$ cat config.mk
export PLATFORM = sky130hd
export DESIGN_NAME = rect_raster
export DESIGN_NICKNAME = d
export VERILOG_FILES = /design/src/rtl/rect_raster.sv
export SDC_FILE = /design/constraint.sdc
export NUM_CORES = 1
export LEC_CHECK = 0
export CORE_AREA = 5 5 91 93
export CTS_CLUSTER_DIAMETER = 60
export DETAILED_ROUTE_END_ITERATION = 10
export DIE_AREA = 0 0 96 98
export PLACE_DENSITY = 0.76
export SETUP_SLACK_MARGIN = 0.5
export SYNTH_ARGS = -nofsm -noshare
export SYNTH_HDL_FRONTEND = slang
export SYNTH_SLANG_ARGS = --single-unit
$ cat constraint.sdc
create_clock -name clk -period 4.65 [get_ports clk]
set_input_delay 0.6975 -clock clk [delete_from_list [all_inputs] [get_ports clk]]
set_output_delay 0.6975 -clock clk [all_outputs]
set_load 0.02 [all_outputs]
$ cat src/rtl/rect_raster.sv
// Rectangle rasteriser: scans a latched rectangle row-major and streams the
// on-screen (and, in outline mode, border-only) pixels over a valid/ready port.
module rect_raster #(
    parameter int X_W   = 8,
    parameter int Y_W   = 7,
    parameter int SZ_W  = 5,
    parameter int C_W   = 3,
    parameter int SCR_W = 160,
    parameter int SCR_H = 120
) (
    input  logic            clk,
    input  logic            reset,
    input  logic            req_valid,
    output logic            req_ready,
    input  logic [X_W-1:0]  req_x,
    input  logic [Y_W-1:0]  req_y,
    input  logic [SZ_W-1:0] req_w,
    input  logic [SZ_W-1:0] req_h,
    input  logic [C_W-1:0]  req_c,
    input  logic            req_mode,
    input  logic            abort,
    output logic            pix_valid,
    output logic [X_W-1:0]  pix_x,
    output logic [Y_W-1:0]  pix_y,
    output logic [C_W-1:0]  pix_c,
    input  logic            pix_ready,
    output logic            busy,
    output logic            done
);

    localparam int XP_W = X_W + 1;
    localparam int YP_W = Y_W + 1;

    typedef enum logic [1:0] {
        IDLE = 2'd0,
        DRAW = 2'd1,
        DONE = 2'd2
    } state_t;

    state_t          state_r;
    logic [X_W-1:0]  x_r;
    logic [Y_W-1:0]  y_r;
    logic [SZ_W-1:0] w_r;
    logic [SZ_W-1:0] h_r;
    logic [C_W-1:0]  c_r;
    logic            mode_r;
    logic [SZ_W-1:0] cx_r;
    logic [SZ_W-1:0] cy_r;
    logic            vld_r;
    logic [X_W-1:0]  pix_x_r;
    logic [Y_W-1:0]  pix_y_r;

    logic            col_end_s;
    logic            last_s;
    logic            advance_s;
    logic [SZ_W-1:0] ncx_s;
    logic [SZ_W-1:0] ncy_s;
    logic [XP_W-1:0] nx_s;
    logic [YP_W-1:0] ny_s;
    logic            nok_s;
    logic            acc_ok_s;

    // Coordinates are widened by one bit so a rectangle crossing the right or
    // bottom edge is clipped instead of wrapping back to column/row 0.
    function automatic logic cand_ok(
        input logic [X_W-1:0]  x,
        input logic [Y_W-1:0]  y,
        input logic [SZ_W-1:0] w,
        input logic [SZ_W-1:0] h,
        input logic [SZ_W-1:0] cx,
        input logic [SZ_W-1:0] cy,
        input logic            mode
    );
        logic [XP_W-1:0] px;
        logic [YP_W-1:0] py;
        logic            on_scr;
        logic            border;
        px     = {1'b0, x} + XP_W'(cx);
        py     = {1'b0, y} + YP_W'(cy);
        on_scr = (px < XP_W'(SCR_W)) && (py < YP_W'(SCR_H));
        border = !mode || (cx == {SZ_W{1'b0}}) || (cx == w - SZ_W'(1)) ||
                 (cy == {SZ_W{1'b0}}) || (cy == h - SZ_W'(1));
        return on_scr && border;
    endfunction

    // Next scan offset and whether that next candidate will be emitted.
    always_comb begin
        col_end_s = (cx_r == w_r - SZ_W'(1));
        last_s    = col_end_s && (cy_r == h_r - SZ_W'(1));
        advance_s = !vld_r || pix_ready;
        ncx_s     = col_end_s ? {SZ_W{1'b0}} : cx_r + SZ_W'(1);
        ncy_s     = col_end_s ? cy_r + SZ_W'(1) : cy_r;
        nx_s      = {1'b0, x_r} + XP_W'(ncx_s);
        ny_s      = {1'b0, y_r} + YP_W'(ncy_s);
        nok_s     = cand_ok(x_r, y_r, w_r, h_r, ncx_s, ncy_s, mode_r);
        acc_ok_s  = cand_ok(req_x, req_y, req_w, req_h, {SZ_W{1'b0}}, {SZ_W{1'b0}}, req_mode);
    end

    // Output decode; abort suppresses the pixel in the same cycle.
    always_comb begin
        req_ready = (state_r == IDLE);
        busy      = (state_r == DRAW);
        done      = (state_r == DONE);
        pix_valid = (state_r == DRAW) && vld_r && !abort;
        pix_x     = pix_x_r;
        pix_y     = pix_y_r;
        pix_c     = c_r;
    end

    // Control FSM, request latch and scan counters.
    always_ff @(posedge clk) begin
        if (!reset) begin
            state_r <= IDLE;
            x_r     <= {X_W{1'b0}};
            y_r     <= {Y_W{1'b0}};
            w_r     <= {SZ_W{1'b0}};
            h_r     <= {SZ_W{1'b0}};
            c_r     <= {C_W{1'b0}};
            mode_r  <= 1'b0;
            cx_r    <= {SZ_W{1'b0}};
            cy_r    <= {SZ_W{1'b0}};
            vld_r   <= 1'b0;
            pix_x_r <= {X_W{1'b0}};
            pix_y_r <= {Y_W{1'b0}};
        end else begin
            case (state_r)
                IDLE: begin
                    if (req_valid) begin
                        x_r    <= req_x;
                        y_r    <= req_y;
                        w_r    <= req_w;
                        h_r    <= req_h;
                        c_r    <= req_c;
                        mode_r <= req_mode;
                        cx_r   <= {SZ_W{1'b0}};
                        cy_r   <= {SZ_W{1'b0}};
                        if ((req_w == {SZ_W{1'b0}}) || (req_h == {SZ_W{1'b0}})) begin
                            state_r <= DONE;
                            vld_r   <= 1'b0;
                        end else begin
                            state_r <= DRAW;
                            vld_r   <= acc_ok_s;
                            if (acc_ok_s) begin
                                pix_x_r <= req_x;
                                pix_y_r <= req_y;
                            end
                        end
                    end
                end
                DRAW: begin
                    if (abort || (advance_s && last_s)) begin
                        state_r <= DONE;
                        vld_r   <= 1'b0;
                    end else if (advance_s) begin
                        cx_r  <= ncx_s;
                        cy_r  <= ncy_s;
                        vld_r <= nok_s;
                        if (nok_s) begin
                            pix_x_r <= nx_s[X_W-1:0];
                            pix_y_r <= ny_s[Y_W-1:0];
                        end
                    end
                end
                DONE: begin
                    state_r <= IDLE;
                    vld_r   <= 1'b0;
                end
                default: begin
                    state_r <= IDLE;
                    vld_r   <= 1'b0;
                end
            endcase
        end
    end

endmodule

==> results of run 1 <==
==> final timing paths <==
path                         start                     to  cells after the start
max reg2reg    w_r[1]$_SDFFE_PN0P_  pix_x[6]$_SDFFE_PN0P_                     19
min          pix_c[0]$_SDFFE_PN0P_  pix_c[0]$_SDFFE_PN0P_                      2
max            w_r[1]$_SDFFE_PN0P_  pix_x[6]$_SDFFE_PN0P_                     19
min reg2reg  pix_c[0]$_SDFFE_PN0P_  pix_c[0]$_SDFFE_PN0P_                      2
==> metal layers <==
layer	up-vias	global-route usage, %	wire length (um)
li1	1678	-	-
met1	1621	26.7	4190
met2	110	34.7	4960
met3	25	4.31	519
met4	0	9.63	304
met5	-	0	0
==> metrics by stage <==
step / setup WS (ns) / util [%] / cell area (sq um) / instances / hold WS [ns]
finish: 0.561 / 63.0 / 4690 / 610 / 0.457
global route: 0.362 / 63.0 / 4690 / 610 / 0.484
CTS: 0.509 / 60.2 / 4490 / 602 / 0.457
detailed placement: 0.181 / 55.6 / 4140 / 578 / 0.447
global placement: 0.391 / 55.6 / 4140 / 578 / 0.443
floorplan: 0.558 / - / 3550 / 439 / 0.433
==> where the power goes <==
group / internal [mW] / leakage [nW] / total [mW] / switching [mW]
registers: 0.524 / 0.468 / 0.555 / 0.0303
clock network: 0.329 / 0.112 / 0.536 / 0.208
logic: 0.172 / 1.24 / 0.364 / 0.191
total: 1.03 / 1.82 / 1.45 / 0.429
==> worst reg2reg max path: cells and delay by family, from the launching register on <==
| kind | cells | cell delay, ns |
|---|---|---|
| AO/OA/AOI/OAI | 4 | 1.01 |
| XOR/XNOR | 3 | 0.56 |
| adder cells (fa/ha/maj) | 3 | 0.74 |
| buffers and inverters | 4 | 0.46 |
| flip-flops | 1 | 0.34 |
| multiplexers | 1 | 0.22 |
| AND/OR/NAND/NOR | 4 | 0.69 |
==> area by class of cell <==
class | count | area [sq um]
Clock inverter | 4 | 76.3
Clock buffer | 11 | 151
Fill cell | 627 | 2760
Timing Repair Buffer | 76 | 737
Sequential cell | 57 | 1150
Multi-Input combinational cell | 345 | 2390
Inverter | 15 | 58.8
Tap cell | 102 | 128
==> cell families after synthesis <==
group | share of synthesized area (%)
XOR/XNOR | 10.1
AND/OR/NAND/NOR | 21.2
adder cells (fa/ha/maj) | 6.80
multiplexers | 4.00
buffers and inverters | 4.57
AO/OA/AOI/OAI | 21.0
flip-flops | 32.3
==> timing repair <==
| item | CTS | global route |
|---|---|---|
| hold buffers | 0 | 0 |
| cloned | 2 | 1 |
| buffers inserted | 7 | 7 |
| gates resized for setup | 12 | 28 |
| pin swaps | 6 | 17 |
| setup endpoints to repair | 16 | 16 |
==> registers in the layout, indices dropped and copies added (netlist names) <==
register / count
mode_r: 1
x_r: 8
pix_x: 8
pix_c: 3
vld_r: 1
cy_r: 5
y_r: 7
h_r: 5
state_r: 2
w_r: 5
cx_r: 5
pix_y: 7
==> layout by cell type (no fill, tap or decap), types with 12 or more instances in the layout <==
| cell | n |
|---|---|
| nand2_1 | 82 |
| dfxtp_1 | 55 |
| clkdlybuf4s50_1 | 55 |
| a21oi_1 | 51 |
| nor2_1 | 27 |
| xnor2_1 | 19 |
| buf_4 | 16 |
| o21ai_0 | 12 |
| mux2i_1 | 12 |
| ha_1 | 12 |
==> impl_metrics.env, run 1 <==
export IMPL_grt_start_max_net_pins=32
export IMPL_avgViaCountPerCell=5.63
export IMPL_grt_pass1_wl_um=15900
export IMPL_synthesis_area_sq_mm=0.00353
export IMPL_die_height_um=98
export IMPL_grt_remaining_overflow=0
export IMPL_clock_fmax_mhz=245
export IMPL_path_cells="inv_2 > ha_4 > nor3b_4 > xnor2_2 > a2111oi_4 > buf_6 > xor2_2 > ha_2 > inv_2 > fa_2 > nor2b_4 > o211ai_1 > a21boi_1 > xor2_1 > nand4_1 > a32o_2 > buf_12 > nand2_8 > mux2i_2"
export IMPL_cpMostUsedCell="inv_2"
export IMPL_routed_wirelength_um=9970
export IMPL_std_cell_rows=32
export IMPL_synth_async_reset_ratio_pct=0
export IMPL_seq_area_frac_synth_pct=32.3
export IMPL_flow_area_growth_from_synthesis_pct=32.8
export IMPL_finalSetupViolations=0
export IMPL_clock_slew_at_the_register_clock_pins_of_the_worst_setup_and_hold_paths_ns=0.07
export IMPL_power_density_mw_per_mm2=310
export IMPL_fp_dieArea_sq_mm=0.00941
export IMPL_avgRoutedWirePerCell_um=16.3
export IMPL_design_power_total_mw=1.45
export IMPL_max_slew_margin_rel_pct=27.6
export IMPL_worstMarginPinSlew_ns=1.09
export IMPL_core_region_area_sq_mm=0.00745
export IMPL_yosys_register_bits=57
export IMPL_groute_usage_overall_pct=21.3
export IMPL_end_kind="register"
export IMPL_grt_pass1_vias=3345
export IMPL_die_w_um=96
export IMPL_port_buffers=55
export IMPL_cts_tree="yes"
export IMPL_drc_errors=0
export IMPL_worst_ir_drop_vdd_uv=145
export IMPL_ys_warn_count=0
export IMPL_gp_congestion=0.899
export IMPL_rsz0062_at_grt="true"
export IMPL_count_of_nets_left_with_antenna_violations_after_detail_routing=0
export IMPL_synth_cell_type_count=57
export IMPL_synth_largest_area_cell="dfxtp_1"
export IMPL_clock_path_buffers=2
export IMPL_clkLatencyLatePin_ns=0.35
export IMPL_io_pins=56
export IMPL_slowest_delay_ns=0.41
export IMPL_post_synth_top_count_cell="nand2_1"
export IMPL_dr_first_iter_drc_count=223
export IMPL_total_leakage_power_nw=1.82
export IMPL_layout_nets=556
export IMPL_final_layout_size_suffix_gt1_share_pct=14.6
export IMPL_hold_class="register to register"
export IMPL_outcome="complete, no violations"
export IMPL_timing_setup_critical_path_class="register to register"
export IMPL_routed_via_count=3434
export IMPL_cp_start_kind="register"
export IMPL_detailed_place_hpwl_um=6820
export IMPL_post_synth_inst_count=439
export IMPL_worst_ep_arrival_time_ns=4.36
export IMPL_antenna_cells=0
export IMPL_crit_path_top_delay_cell="a2111oi_4"
export IMPL_maxCapViolations=0
export IMPL_synth_commonest_cells="nand2_1, dfxtp_1, a21oi_1"
export IMPL_final_hold_viol_count=0
export IMPL_synth_fp_nets=491
export IMPL_slew_viol_final=0
export IMPL_ys_flop_type="dfxtp_1"
export IMPL_synth_top_cells_by_area="dfxtp_1, nand2_1, a21oi_1"
export IMPL_max_clock_skew_ns=0.0121
export IMPL_initial_core_util_pct=47.4
export IMPL_number_of_antenna_violations_at_the_first_check_in_global_routing=0
export IMPL_timing_reg2reg_setup_slack_ns=0.56
export IMPL_cts_num_sinks=57
export IMPL_detailedRoute_firstPassIterationCount=5
export IMPL_htree_num_levels=3
export IMPL_root_buffer_cell="clkbuf_8"
export IMPL_area_share_of_the_largest_cell_type_after_synthesis_pct=32.3
export IMPL_count_of_flip_flops_with_a_built_in_enable_after_synthesis=0
export IMPL_setup_tns_final_ns=0
export IMPL_worst_path_dominant_cell_family="compound AO/OA/AOI/OAI gates"
export IMPL_critical_path_required_ns=4.92
export IMPL_critPathBufInv=4
export IMPL_worst_path_max_fanout=8
export IMPL_period_minus_slack_ns=4.09
export IMPL_final_period_utilization_pct=87.9
export IMPL_tritoncts_num_buffers=9
export IMPL_syn_avg_cell_area_sq_um=8.05
Note: power is estimated with default switching activity, not from simulation.
==> run 2, diff against run 1 <==
==> constraint.sdc (replaced) <==
create_clock -name clk -period 3.7 [get_ports clk]
set_input_delay 0.555 -clock clk [delete_from_list [all_inputs] [get_ports clk]]
set_output_delay 0.555 -clock clk [all_outputs]
set_load 0.02 [all_outputs]
==> run 2 against run 1 <==
Against the previous run:
- the run now ends with setup timing left
- flip-flop and latch count did not move
- combinational power up 30%
- routed wire length grew 0.23%
- worst setup slack lost 0.82 ns
- die area unchanged
- global-route usage up 0.61 points
- first-iteration DRC count decreased by 0.45%
- critical path depth rose by 2
- total power increased by 26%
- cell area grew 4.5%
- worst hold slack better by 0.0023 ns
- critical path type unchanged
- largest cell class unchanged
==> impl_metrics.env, run 2 (synthesis gave the netlist of run 1 again) <==
export IMPL_failed_checks="setup timing"
export IMPL_dr_first_iter_drc_count=222
export IMPL_slowest_delay_ns=0.41
export IMPL_postLayoutSetupSlackWorst_ns=-0.257
export IMPL_worst_path_max_fanout=5
export IMPL_drc_errors=0
export IMPL_fp_dieArea_sq_mm=0.00941
export IMPL_cts_num_sinks=57
export IMPL_flow_area_growth_from_synthesis_pct=38.8
export IMPL_clock_path_buffers=2
export IMPL_outcome="finished with violations"
export IMPL_count_of_nets_left_with_antenna_violations_after_detail_routing=0
export IMPL_rsz0062_at_grt="true"
export IMPL_detailedRoute_firstPassIterationCount=5
export IMPL_clock_slew_at_the_register_clock_pins_of_the_worst_setup_and_hold_paths_ns=0.08
export IMPL_number_of_antenna_violations_at_the_first_check_in_global_routing=0
export IMPL_clkLatencyLatePin_ns=0.36
export IMPL_root_buffer_cell="clkbuf_8"
export IMPL_die_height_um=98
export IMPL_cp_start_kind="register"
export IMPL_htree_num_levels=3
export IMPL_core_region_area_sq_mm=0.00745
export IMPL_path_cells="inv_2 > ha_4 > nor3b_4 > a22oi_2 > a2111oi_4 > clkbuf_16 > xor2_2 > ha_2 > inv_2 > fa_2 > nor2b_4 > o211ai_1 > a21boi_1 > xor2_1 > buf_4 > buf_4 > buf_4 > buf_6 > nor2_1 > or3_1 > mux2i_1"
export IMPL_hold_ws_ns=0.459
export IMPL_worst_ep_arrival_time_ns=4.23
export IMPL_grt_remaining_overflow=0
export IMPL_avgViaCountPerCell=5.62
export IMPL_hold_class="register to register"
export IMPL_gp_congestion=0.945
export IMPL_std_cell_rows=32
export IMPL_stdcell_area_sq_mm=0.00490
export IMPL_io_pins=56
export IMPL_finalSetupViolations=16
export IMPL_final_period_utilization_pct=107
export IMPL_layout_cells_most_common_list="nand2_1, dfxtp_1, clkdlybuf4s50_1"
export IMPL_final_layout_size_suffix_gt1_share_pct=18.8
export IMPL_initial_core_util_pct=47.4
export IMPL_seq_area_sq_mm=0.00114
export IMPL_layout_nets=578
export IMPL_setup_tns_final_ns=-3.21
export IMPL_timing_setup_critical_path_class="register to register"
export IMPL_clock_fmax_mhz=253
export IMPL_port_buffers=55
export IMPL_routed_wirelength_um=10000
export IMPL_layout_core_utilization_pct=65.8
export IMPL_grt_start_max_net_pins=32
export IMPL_antenna_cells=0
export IMPL_worstMarginPinSlew_ns=0.656
export IMPL_critical_path_required_ns=3.97
export IMPL_power_density_mw_per_mm2=373
export IMPL_worst_ir_drop_vdd_uv=253
export IMPL_period_minus_slack_ns=3.96
export IMPL_fill_cells=605
export IMPL_detailed_place_hpwl_um=7090
export IMPL_grt_pass1_vias=3372
export IMPL_groute_usage_overall_pct=21.9
export IMPL_placement_cell_area_sq_mm=0.00443
export IMPL_routed_via_count=3559
export IMPL_die_w_um=96
export IMPL_end_kind="register"
export IMPL_maxCapViolations=0
export IMPL_total_leakage_power_nw=1.94
export IMPL_tritoncts_num_buffers=9
export IMPL_cts_tree="yes"
export IMPL_max_clock_skew_ns=0.0103
export IMPL_cpMostUsedCell="buf_4"
export IMPL_grt_pass1_wl_um=16000
export IMPL_combined_area_of_the_multi_input_logic_cells_sq_mm=0.00241
export IMPL_final_hold_viol_count=0
export IMPL_crit_path_top_delay_cell="a2111oi_4"
export IMPL_avgRoutedWirePerCell_um=15.8
export IMPL_max_slew_margin_rel_pct=56.1
export IMPL_slew_viol_final=0
export IMPL_layout_cells_most_common="nand2_1"
run 2: cell type report:
| class | instances | area share [%] |
|---|---|---|
| clock buffer | 9 | 2.53 |
| clock inverter | 7 | 1.94 |
| inverter | 15 | 1.15 |
| multi-input combinational | 345 | 49.1 |
| sequential | 57 | 23.3 |
| tap | 102 | 2.60 |
| timing repair buffer | 98 | 19.3 |
run 2: stage by stage:
step                      power, mW  setup WS [ns]  cells
final                          1.83         -0.257    633
after global routing           1.91         -0.418    633
after CTS                      1.82         -0.227    631
after detailed placement       1.15         -0.320    607
after global placement         1.14         -0.178    607
after floorplan               0.975         -0.191    439
run 2: routing by layer:
metal,vias up,GRT usage [%],part of all wire [%]
met2,114,36.2,51
met4,0,9.63,2.9
met5,-,0,0
li1,1723,-,-
met3,23,5.62,5.3
met1,1699,26.4,41
run 2: report_power, final:
group          internal [mW]  leakage, nW  switching [mW]
sequential             0.659        0.468          0.0369
combinational          0.231         1.36           0.242
clock                  0.378        0.109           0.283
total                   1.27         1.94           0.562
run 2: repair_timing:
action	4_1_cts	5_1_grt
pin swaps	18	4
setup buffers	7	2
resized for setup	19	15
cloned	1	0
hold buffers	0	0
setup endpoints to repair	23	26
run 2: critical path: cells and delay by family (launching register included):
| kind | cells | cell delay (ns) |
|---|---|---|
| multiplexers | 1 | 0.16 |
| flip-flops | 1 | 0.35 |
| AND/OR/NAND/NOR | 4 | 0.78 |
| adder cells (fa/ha/maj) | 3 | 0.69 |
| XOR/XNOR | 2 | 0.33 |
| AO/OA/AOI/OAI | 4 | 0.82 |
| buffers and inverters | 7 | 0.74 |
run 2: path summary, 6_finish.rpt:
path                      endpoint  slack (ns)  cells past startpoint                   from
max          pix_y[6]$_SDFFE_PN0P_       -0.26                     21    w_r[0]$_SDFFE_PN0P_
min          pix_c[0]$_SDFFE_PN0P_        0.46                      2  pix_c[0]$_SDFFE_PN0P_
max reg2reg  pix_y[6]$_SDFFE_PN0P_       -0.26                     21    w_r[0]$_SDFFE_PN0P_
min reg2reg  pix_c[0]$_SDFFE_PN0P_        0.46                      2  pix_c[0]$_SDFFE_PN0P_
==> run 3, diff against run 2 <==
--- a/config.mk
+++ b/config.mk
@@ -11,6 +11,7 @@
 export DIE_AREA = 0 0 96 98
 export PLACE_DENSITY = 0.76
 export SETUP_SLACK_MARGIN = 0.5
+export SLEW_MARGIN = 20
 export SYNTH_ARGS = -nofsm -noshare
 export SYNTH_HDL_FRONTEND = slang
 export SYNTH_SLANG_ARGS = --single-unit
==> results of run 3 <==
The final DEF is identical to that of run 2; final timing and power are the same.
